$ cat config.mk
export PLATFORM = sky130hd
export DESIGN_NAME = return_stack_flat
export DESIGN_NICKNAME = d
export VERILOG_FILES = /design/src/rtl/return_stack_if.sv /design/src/rtl/return_stack.sv /design/src/flat_wrapper.sv
export SDC_FILE = /design/constraint.sdc
export NUM_CORES = 1
export LEC_CHECK = 0
export ABC_AREA = 1
export CAP_MARGIN = 15
export CORE_MARGIN = 8
export CORE_UTILIZATION = 50
export DETAILED_ROUTE_END_ITERATION = 6
export GPL_TIMING_DRIVEN = 0
export PLACE_DENSITY = 0.75
export RECOVER_POWER = 100
export SYNTH_ARGS = -nofsm -noshare
export SYNTH_HDL_FRONTEND = slang
export SYNTH_SLANG_ARGS = --single-unit
$ cat constraint.sdc
create_clock -name clk -period 9.6 [get_ports clk]
set_clock_uncertainty 0.2 [all_clocks]
set_input_delay 2.4 -clock clk [delete_from_list [all_inputs] [get_ports clk]]
set_output_delay 2.4 -clock clk [all_outputs]
set_load 0.05 [all_outputs]
$ cat src/rtl/return_stack_if.sv
// Request/response bundle between the stack control logic and the return-address stack.
// The requester drives push/pop/err_clr; the stack reports its status and popped entries.
interface return_stack_if #(
  parameter int DATA_W = 32,
  parameter int ADDR_W = 4
);
  logic              push;
  logic              pop;
  logic [DATA_W-1:0] push_data;
  logic              err_clr;
  logic              ready;
  logic [DATA_W-1:0] pop_data;
  logic              pop_valid;
  logic [ADDR_W:0]   count;
  logic              full;
  logic              empty;
  logic              overflow;
  logic              underflow;

  modport master (
    output push, pop, push_data, err_clr,
    input  ready, pop_data, pop_valid, count, full, empty, overflow, underflow
  );

  modport slave (
    input  push, pop, push_data, err_clr,
    output ready, pop_data, pop_valid, count, full, empty, overflow, underflow
  );
endinterface

$ cat src/rtl/return_stack.sv
// Return-address stack with its own pointer, occupancy count and sticky fault flags.
// Optional macro RETURN_STACK_CIRCULAR_EN: push while full overwrites the oldest entry instead of faulting.
module return_stack #(
  parameter int DEPTH  = 16,
  parameter int ADDR_W = 4,
  parameter int DATA_W = 32
) (
  input  logic           clk,
  input  logic           reset,
  return_stack_if.slave  bus
);

  typedef enum logic [1:0] {
    IDLE  = 2'd0,
    RESP  = 2'd1,
    FAULT = 2'd2
  } state_t;

  localparam logic [ADDR_W:0] COUNT_FULL = (ADDR_W+1)'(DEPTH);

  state_t            state, state_next;
  logic [ADDR_W-1:0] sp, sp_next, top;
  logic [ADDR_W:0]   count, count_next;
  logic [DATA_W-1:0] pop_data;
  logic              overflow, underflow;

  logic [DATA_W-1:0] mem [DEPTH];

  logic              wr_en;
  logic [ADDR_W-1:0] wr_addr;
  logic              rd_en;
  logic              set_ovf, set_unf, clr_err;
  logic              is_full, is_empty;

  // Top of stack is the slot just below the next free one, wrapping modulo DEPTH.
  assign top      = sp - ADDR_W'(1);
  assign is_full  = (count == COUNT_FULL);
  assign is_empty = (count == '0);

  // NOTE: every signal gets a default before the case so no path leaves one unassigned (no latches).
  always_comb begin
    state_next = state;
    sp_next    = sp;
    count_next = count;
    wr_en      = 1'b0;
    wr_addr    = sp;
    rd_en      = 1'b0;
    set_ovf    = 1'b0;
    set_unf    = 1'b0;
    clr_err    = 1'b0;

    case (state)
      IDLE: begin
        if (bus.push && bus.pop && !is_empty) begin
          // Replace top: old entry goes out, new one takes its slot.
          rd_en      = 1'b1;
          wr_en      = 1'b1;
          wr_addr    = top;
          state_next = RESP;
        end else if (bus.push) begin
          if (!is_full) begin
            wr_en      = 1'b1;
            sp_next    = sp + ADDR_W'(1);
            count_next = count + (ADDR_W+1)'(1);
          end else begin
            set_ovf = 1'b1;
`ifdef RETURN_STACK_CIRCULAR_EN
            wr_en   = 1'b1;
            sp_next = sp + ADDR_W'(1);
`else
            state_next = FAULT;
`endif
          end
        end else if (bus.pop) begin
          if (!is_empty) begin
            rd_en      = 1'b1;
            sp_next    = top;
            count_next = count - (ADDR_W+1)'(1);
            state_next = RESP;
          end else begin
            set_unf    = 1'b1;
            state_next = FAULT;
          end
        end
      end
      RESP: state_next = IDLE;
      FAULT: begin
        if (bus.err_clr) begin
          clr_err    = 1'b1;
          state_next = IDLE;
        end
      end
      default: state_next = IDLE;
    endcase
  end

  // NOTE: non-blocking updates let the replace case read the old mem[top] on the same edge it is overwritten.
  always_ff @(posedge clk or posedge reset) begin
    if (reset) begin
      state     <= IDLE;
      sp        <= '0;
      count     <= '0;
      pop_data  <= '0;
      overflow  <= 1'b0;
      underflow <= 1'b0;
    end else begin
      state <= state_next;
      sp    <= sp_next;
      count <= count_next;
      if (rd_en) begin
        pop_data <= mem[top];
      end
      if (clr_err) begin
        overflow  <= 1'b0;
        underflow <= 1'b0;
      end else begin
        if (set_ovf) overflow  <= 1'b1;
        if (set_unf) underflow <= 1'b1;
      end
    end
  end

  // NOTE: storage is deliberately left out of reset; entries are only meaningful below sp.
  always_ff @(posedge clk) begin
    if (wr_en) begin
      mem[wr_addr] <= bus.push_data;
    end
  end

  assign bus.ready     = (state == IDLE);
  assign bus.pop_valid = (state == RESP);
  assign bus.pop_data  = pop_data;
  assign bus.count     = count;
  assign bus.full      = is_full;
  assign bus.empty     = is_empty;
  assign bus.overflow  = overflow;
  assign bus.underflow = underflow;

endmodule

$ cat src/flat_wrapper.sv
// flat-port wrapper written by rule: the top's interface ports become plain ports
module return_stack_flat 
#(
  parameter int DEPTH  = 16,
  parameter int ADDR_W = 4,
  parameter int DATA_W = 32
)
  (clk, reset, bus_push, bus_pop, bus_push_data, bus_err_clr, bus_ready, bus_pop_data, bus_pop_valid, bus_count, bus_full, bus_empty, bus_overflow, bus_underflow);
  return_stack_if #(.DATA_W(DATA_W), .ADDR_W(ADDR_W)) bus_i ();
  input  logic clk;
  input  logic reset;
  input wire logic [$bits(bus_i.push)-1:0] bus_push;
  input wire logic [$bits(bus_i.pop)-1:0] bus_pop;
  input wire logic [$bits(bus_i.push_data)-1:0] bus_push_data;
  input wire logic [$bits(bus_i.err_clr)-1:0] bus_err_clr;
  output wire logic [$bits(bus_i.ready)-1:0] bus_ready;
  output wire logic [$bits(bus_i.pop_data)-1:0] bus_pop_data;
  output wire logic [$bits(bus_i.pop_valid)-1:0] bus_pop_valid;
  output wire logic [$bits(bus_i.count)-1:0] bus_count;
  output wire logic [$bits(bus_i.full)-1:0] bus_full;
  output wire logic [$bits(bus_i.empty)-1:0] bus_empty;
  output wire logic [$bits(bus_i.overflow)-1:0] bus_overflow;
  output wire logic [$bits(bus_i.underflow)-1:0] bus_underflow;
  assign bus_i.push = bus_push;
  assign bus_i.pop = bus_pop;
  assign bus_i.push_data = bus_push_data;
  assign bus_i.err_clr = bus_err_clr;
  assign bus_ready = bus_i.ready;
  assign bus_pop_data = bus_i.pop_data;
  assign bus_pop_valid = bus_i.pop_valid;
  assign bus_count = bus_i.count;
  assign bus_full = bus_i.full;
  assign bus_empty = bus_i.empty;
  assign bus_overflow = bus_i.overflow;
  assign bus_underflow = bus_i.underflow;
  return_stack #(.DEPTH(DEPTH), .ADDR_W(ADDR_W), .DATA_W(DATA_W)) u_core (.clk(clk), .reset(reset), .bus(bus_i));
endmodule
Word level (Yosys, flattened, before mapping)
Memories as Yosys holds them, arrays and structs flattened. A register that Yosys moved wholly into a read port is not among the register bits.
Index checks and enable logic that the tools add are counted.
{ "classes": {"add_sub_neg": 4, "mul": 0, "div": 0, "order_cmp": 0, "eq_ne": 8, "shift": 0, "mux": 43, "n_bitwise": 1, "reduce_logical": 10} }
{ "op_table": {"columns": ["op", "n"], "rows": [
  ["$mux W1", 26],
  ["$mux W4", 6],
  ["$mux W5", 4],
  ["$mux W2", 6],
  ["$ne A2 B2 Y1 const B", 3],
  ["$reduce_bool A2 Y1", 3],
  ["$add A5 B1 Y5 const B", 1],
  ["$eq A5 B5 Y1 const B", 1],
  ["$logic_not A5 Y1", 1],
  ["$reduce_and A5 Y1", 1],
  ["$sub A5 B1 Y5 const B", 1],
  ["$add A4 B1 Y4 const B", 1],
  ["$ne A4 B2 Y1 const B", 1],
  ["$ne A4 B3 Y1 const B", 1],
  ["$pmux W2 S2", 1],
  ["$sub A4 B1 Y4 const B", 1],
  ["$reduce_and A3 Y1", 1],
  ["$eq A2 B1 Y1 const B", 1],
  ["$eq A2 B2 Y1 const B", 1],
  ["$logic_and A1 B1 Y1", 2],
  ["$logic_not A2 Y1", 1],
  ["$logic_not A1 Y1", 1],
  ["$not A1 Y1", 1]
]} }
{ "word_totals": {"regBits": 13, "latch_bits": 0, "ramBits": 512, "mem_bits_ro": 0, "in_bits": 37, "out_inout_bits": 43, "word_cells": 72, "memories": 1} }
{ "memory_table": {"columns": ["name", "depth", "width", "read_ports", "rd_clocked_by_memory_dff", "wr", "line_no", "rtl"], "rows": [
  ["u_core.mem", 16, 32, 1, 1, 1, "return_stack.sv:27", "logic [DATA_W-1:0] mem [DEPTH];"]
]} }

Longest topological paths before layout
{ "logic_depth": {"ltp_word": 8, "mapped_depth": 17, "ltp_nobuf": 12} }

Worst setup path before layout
No wires, ideal clock.
{ "synth_timing": {"path_type": "input to register", "startpoint": "input bus_push", "endpoint": "memory u_core.mem[0][0], enable pin", "setup_ns": 0.421, "arrival_ns": 4.579, "t_required_ns": 8.979, "path_slack_ns": 4.400, "cell_stages": 5, "n_path_buf": 1, "cell_sequence": "buf_4 > inv_1 > nor3_1 > nand3_1 > nor2_1"} }
{ "synth_via": {"elab_chain_cells": 6, "elab_cells_between_ends": 9, "classes_between": "mux (7); reduce/logical (2)"} }
{ "synth_rtl": {"columns": ["item", "line_no", "rtl"], "rows": [
  ["start: declaration", "flat_wrapper.sv:12", "input wire logic [$bits(bus_i.push)-1:0] bus_push;"],
  ["$logic_and A1 B1 Y1 (2 in a row)", "return_stack.sv:54", "if (bus.push && bus.pop && !is_empty) begin"],
  ["$mux W1", "return_stack.sv:54", null],
  ["$mux W1", "return_stack.sv:52", "case (state)"],
  ["$mux W1", "return_stack.sv:125", "if (wr_en) begin"],
  ["$mux W1 (not written as such)", "return_stack.sv:126", "mem[wr_addr] <= bus.push_data;"],
  ["end: declaration", "return_stack.sv:27", null]
]} }
Several ways; a longest one is shown, not always the timed one.

Worst setup path in the final report
{ "layout_timing": {"startpoint": "input bus_pop", "endpoint": "memory u_core.mem[14][11], enable pin"} }
{ "layout_via": {"elab_chain_cells": 6, "elab_cells_between_ends": 8, "classes_between": "mux (6); reduce/logical (2)"} }
{ "layout_rtl": {"columns": ["item", "line_no", "rtl"], "rows": [
  ["start: declaration", "flat_wrapper.sv:13", "input wire logic [$bits(bus_i.pop)-1:0] bus_pop;"],
  ["$logic_and A1 B1 Y1 * (2 in a row)", "return_stack.sv:54", null],
  ["$mux W1", "return_stack.sv:54", null],
  ["$mux W1", "return_stack.sv:52", null],
  ["$mux W1", "return_stack.sv:125", null],
  ["$mux W1 (not written as such)", "return_stack.sv:126", null]
]} }
Mark *: on every way between the ends. The rest lies on a longest branch, timed or not.

==> metrics.txt <==
status finished, violations left; failing checks max-capacitance violations, max-slew violations; CTS tree built; Switching Share 0.428; clock root cell clkbuf_16; core footprint between 0.04 and 0.05 sq mm; uppermost routed layer met4; Synth area leaders edfxtp_1 67%, nand2_1 13%, nand3_1 8.7%; DRC 0; met1 wire length 22600 um; unrepaired setup endpoints after global routing no; row count 78; Die W about 230 um; critical path capture point type flop; highest-count cells in the layout ignoring fill and taps 803 x nand2_1, 512 x edfxtp_1, 400 x nand3_1, 77 x dlygate4sd3_1, 57 x buf_2; max frequency 147 MHz; met2 wire length around 30000 um; Pre-antenna DRT Iters 6; synthesis warning total 0; CTS Hold Bufs 0; post-synthesis sequential area ratio 0.721; share of layout cells above drive strength 1 0.0922; fin crit period 6.82 ns; Synth Area per Inst 11.6 sq um; Initial Util 0.505; Die ar. 0.0529 sq mm; Setup Fix Bufs, Post-CTS 0; total track usage 0.227; Final ANT Viol Nets 0; Net Sw Power 4.05 mW; Finish-stage setup viols 0; Area Growth Syn to Fin 14.6%; routed len/inst 22.2 um; final-report hold violation count 0; cell area after synthesis 0.0229 sq mm; Worst EP required 9.60 ns; Critical Path Fanout Max 19; Final Wtd Congestion 0.872; top cell type by total area after synthesis edfxtp_1; clock buffer depth 3; clock latency on the worst-skew pair 0.60 ns; peak supply drop 0.000241 V; Pint roughly 5.4 mW; Mapped Nets 2018; setup_tns 0 ns; Num CTS Buffers 53; CTS sink count 557; WL final 61500 um; HPWL after DPL 39400 um; actual slew at the worst max-slew pin 2.04 ns; Comb pwr share 0.451; detailed-route via count ~16000; cell area power density about 360 mW/mm^2; Gate Count Post-Synth 1975; Hold Path Class flop to flop; Yosys reg bits 557; synth unique cells 31; initial antenna violation count 0; H-Tree Depth 2; first-pass GRT wire length around 90000 um; post-cts resize count 0; Synth top area share 0.672; clock share of power 0.232; nets@finish 2168; DR iter-0 viols ~1900; grt ovf 0; io pins 80; commonest non-fill, non-tap cell in the layout nand2_1; CP Launch Type input pin; vias in the first global route 15800; final setup margin 2.78 ns; post-DR vias/cell 5.75; Worst slew margin -0.359; pin count of the biggest net entering global routing 28; final worst-path cycle share 0.710; sequential share of power 0.317; Die Span Y about 230 um; # diodes 0; critical path class input pin to flop; routed wl met3 6620 um; Setup WS pre-CTS 4.20 ns; # port buffers 78; Max Transition Viols Final 298; worst path arrival time 6.82 ns; leak pwr a little over 10 nW; Clock Pin Slew Worst Setup and Hold Paths around 0.06 ns; Max Cap Viol 14
-- area by class of cell --
class,count,area (sq um)
plain buffers,116,717
clock buffers,71,1490
clock inverters,28,337
fillers,3569,19100
inverters,26,103
multi-input cells,1276,5490
flip-flops and latches,557,16500
well taps,600,751
repair buffers,95,845
-- worst max-delay path: stages --
cell           delay [ns]
dlygate4sd3_1        0.65
nand2_1              0.08
inv_1                0.18
nand3_1              0.27
o21ai_0              0.37
nand3_1              0.25
nor2_1               1.50
clkbuf_1             1.09
-- per-layer routing --
| layer | track usage | up-vias |
|---|---|---|
| met3 | 0.0443 | 206 |
| met1 | 0.283 | 7598 |
| met2 | 0.374 | 1005 |
| met5 | 0 | - |
| li1 | - | 7123 |
| met4 | 0.120 | 0 |
-- synthesized netlist by cell type --
cell,n
inv_1,20
o21ai_2,6
nand3_4,3
buf_8,1
nand3_1,398
nor2_2,2
nand2_2,9
nor3_1,1
inv_4,2
a21oi_1,1
o21ai_1,4
edfxtp_1,512
nand2_1,802
nand4_2,2
nor2_1,22
inv_2,4
nand4_1,6
xnor2_1,3
buf_4,33
clkbuf_1,11
a41oi_1,1
ha_1,5
buf_2,59
fa_1,1
dfrtp_1,45
o21ai_0,4
a21oi_4,1
o21bai_1,1
xor2_1,3
buf_6,12
or2_2,1
-- registers in the layout, summed over array words and instances, names as in the netlist --
name                  flops
u_core.bus.count          5
u_core.sp                 4
u_core.bus.pop_data      32
u_core.mem              512
u_core.state              2
u_core.bus.underflow      1
u_core.bus.overflow       1
-- logic make-up after synthesis --
logic type / synth area share
simple gates: 0.231
flops: 0.721
buf+inv: 0.0366
compound gates: 0.00569
xor+xnor: 0.00230
fa+ha+maj: 0.00361
-- final timing paths --
kind,from,endpoint,slack (ns),depth (start not counted)
worst max-delay path,bus_pop,u_core.mem[14][11],2.78,8
worst min-delay path,u_core.bus.pop_data[16],u_core.bus.pop_data[16],0.27,2
worst max register to register,u_core.sp[0],u_core.mem[14][11],3.94,14
worst min register to register,u_core.bus.pop_data[16],u_core.bus.pop_data[16],0.27,2
max in group asynchronous,reset,u_core.bus.pop_data[12],4.75,3
min in group asynchronous,reset,u_core.bus.pop_data[24],2.27,2
-- power by group through the flow --
| stage | clock [mW] | sequential, mW | combinational, mW |
|---|---|---|---|
| floorplan | 0 | 3.29 | 2.54 |
| global placement | 0 | 3.06 | 4.13 |
| detailed placement | 0 | 3.05 | 4.32 |
| CTS | 2.21 | 3.00 | 4.35 |
| global route | 2.29 | 3.03 | 4.61 |
| finish | 2.20 | 3.01 | 4.27 |
-- per-stage QoR --
step | power [mW] | utilization | instances | instance area, sq um | hold slack, ns
global placement | 7.19 | 0.539 | 2653 | 24400 | 0.264
global route | 9.93 | 0.579 | 2769 | 26200 | 0.289
finish | 9.48 | 0.579 | 2769 | 26200 | 0.272
detailed placement | 7.37 | 0.550 | 2670 | 24900 | 0.265
floorplan | 5.83 | - | 1975 | 22900 | 0.323
CTS | 9.56 | 0.591 | 2769 | 26700 | 0.282
No activity file was read; power rests on OpenSTA's default activity.
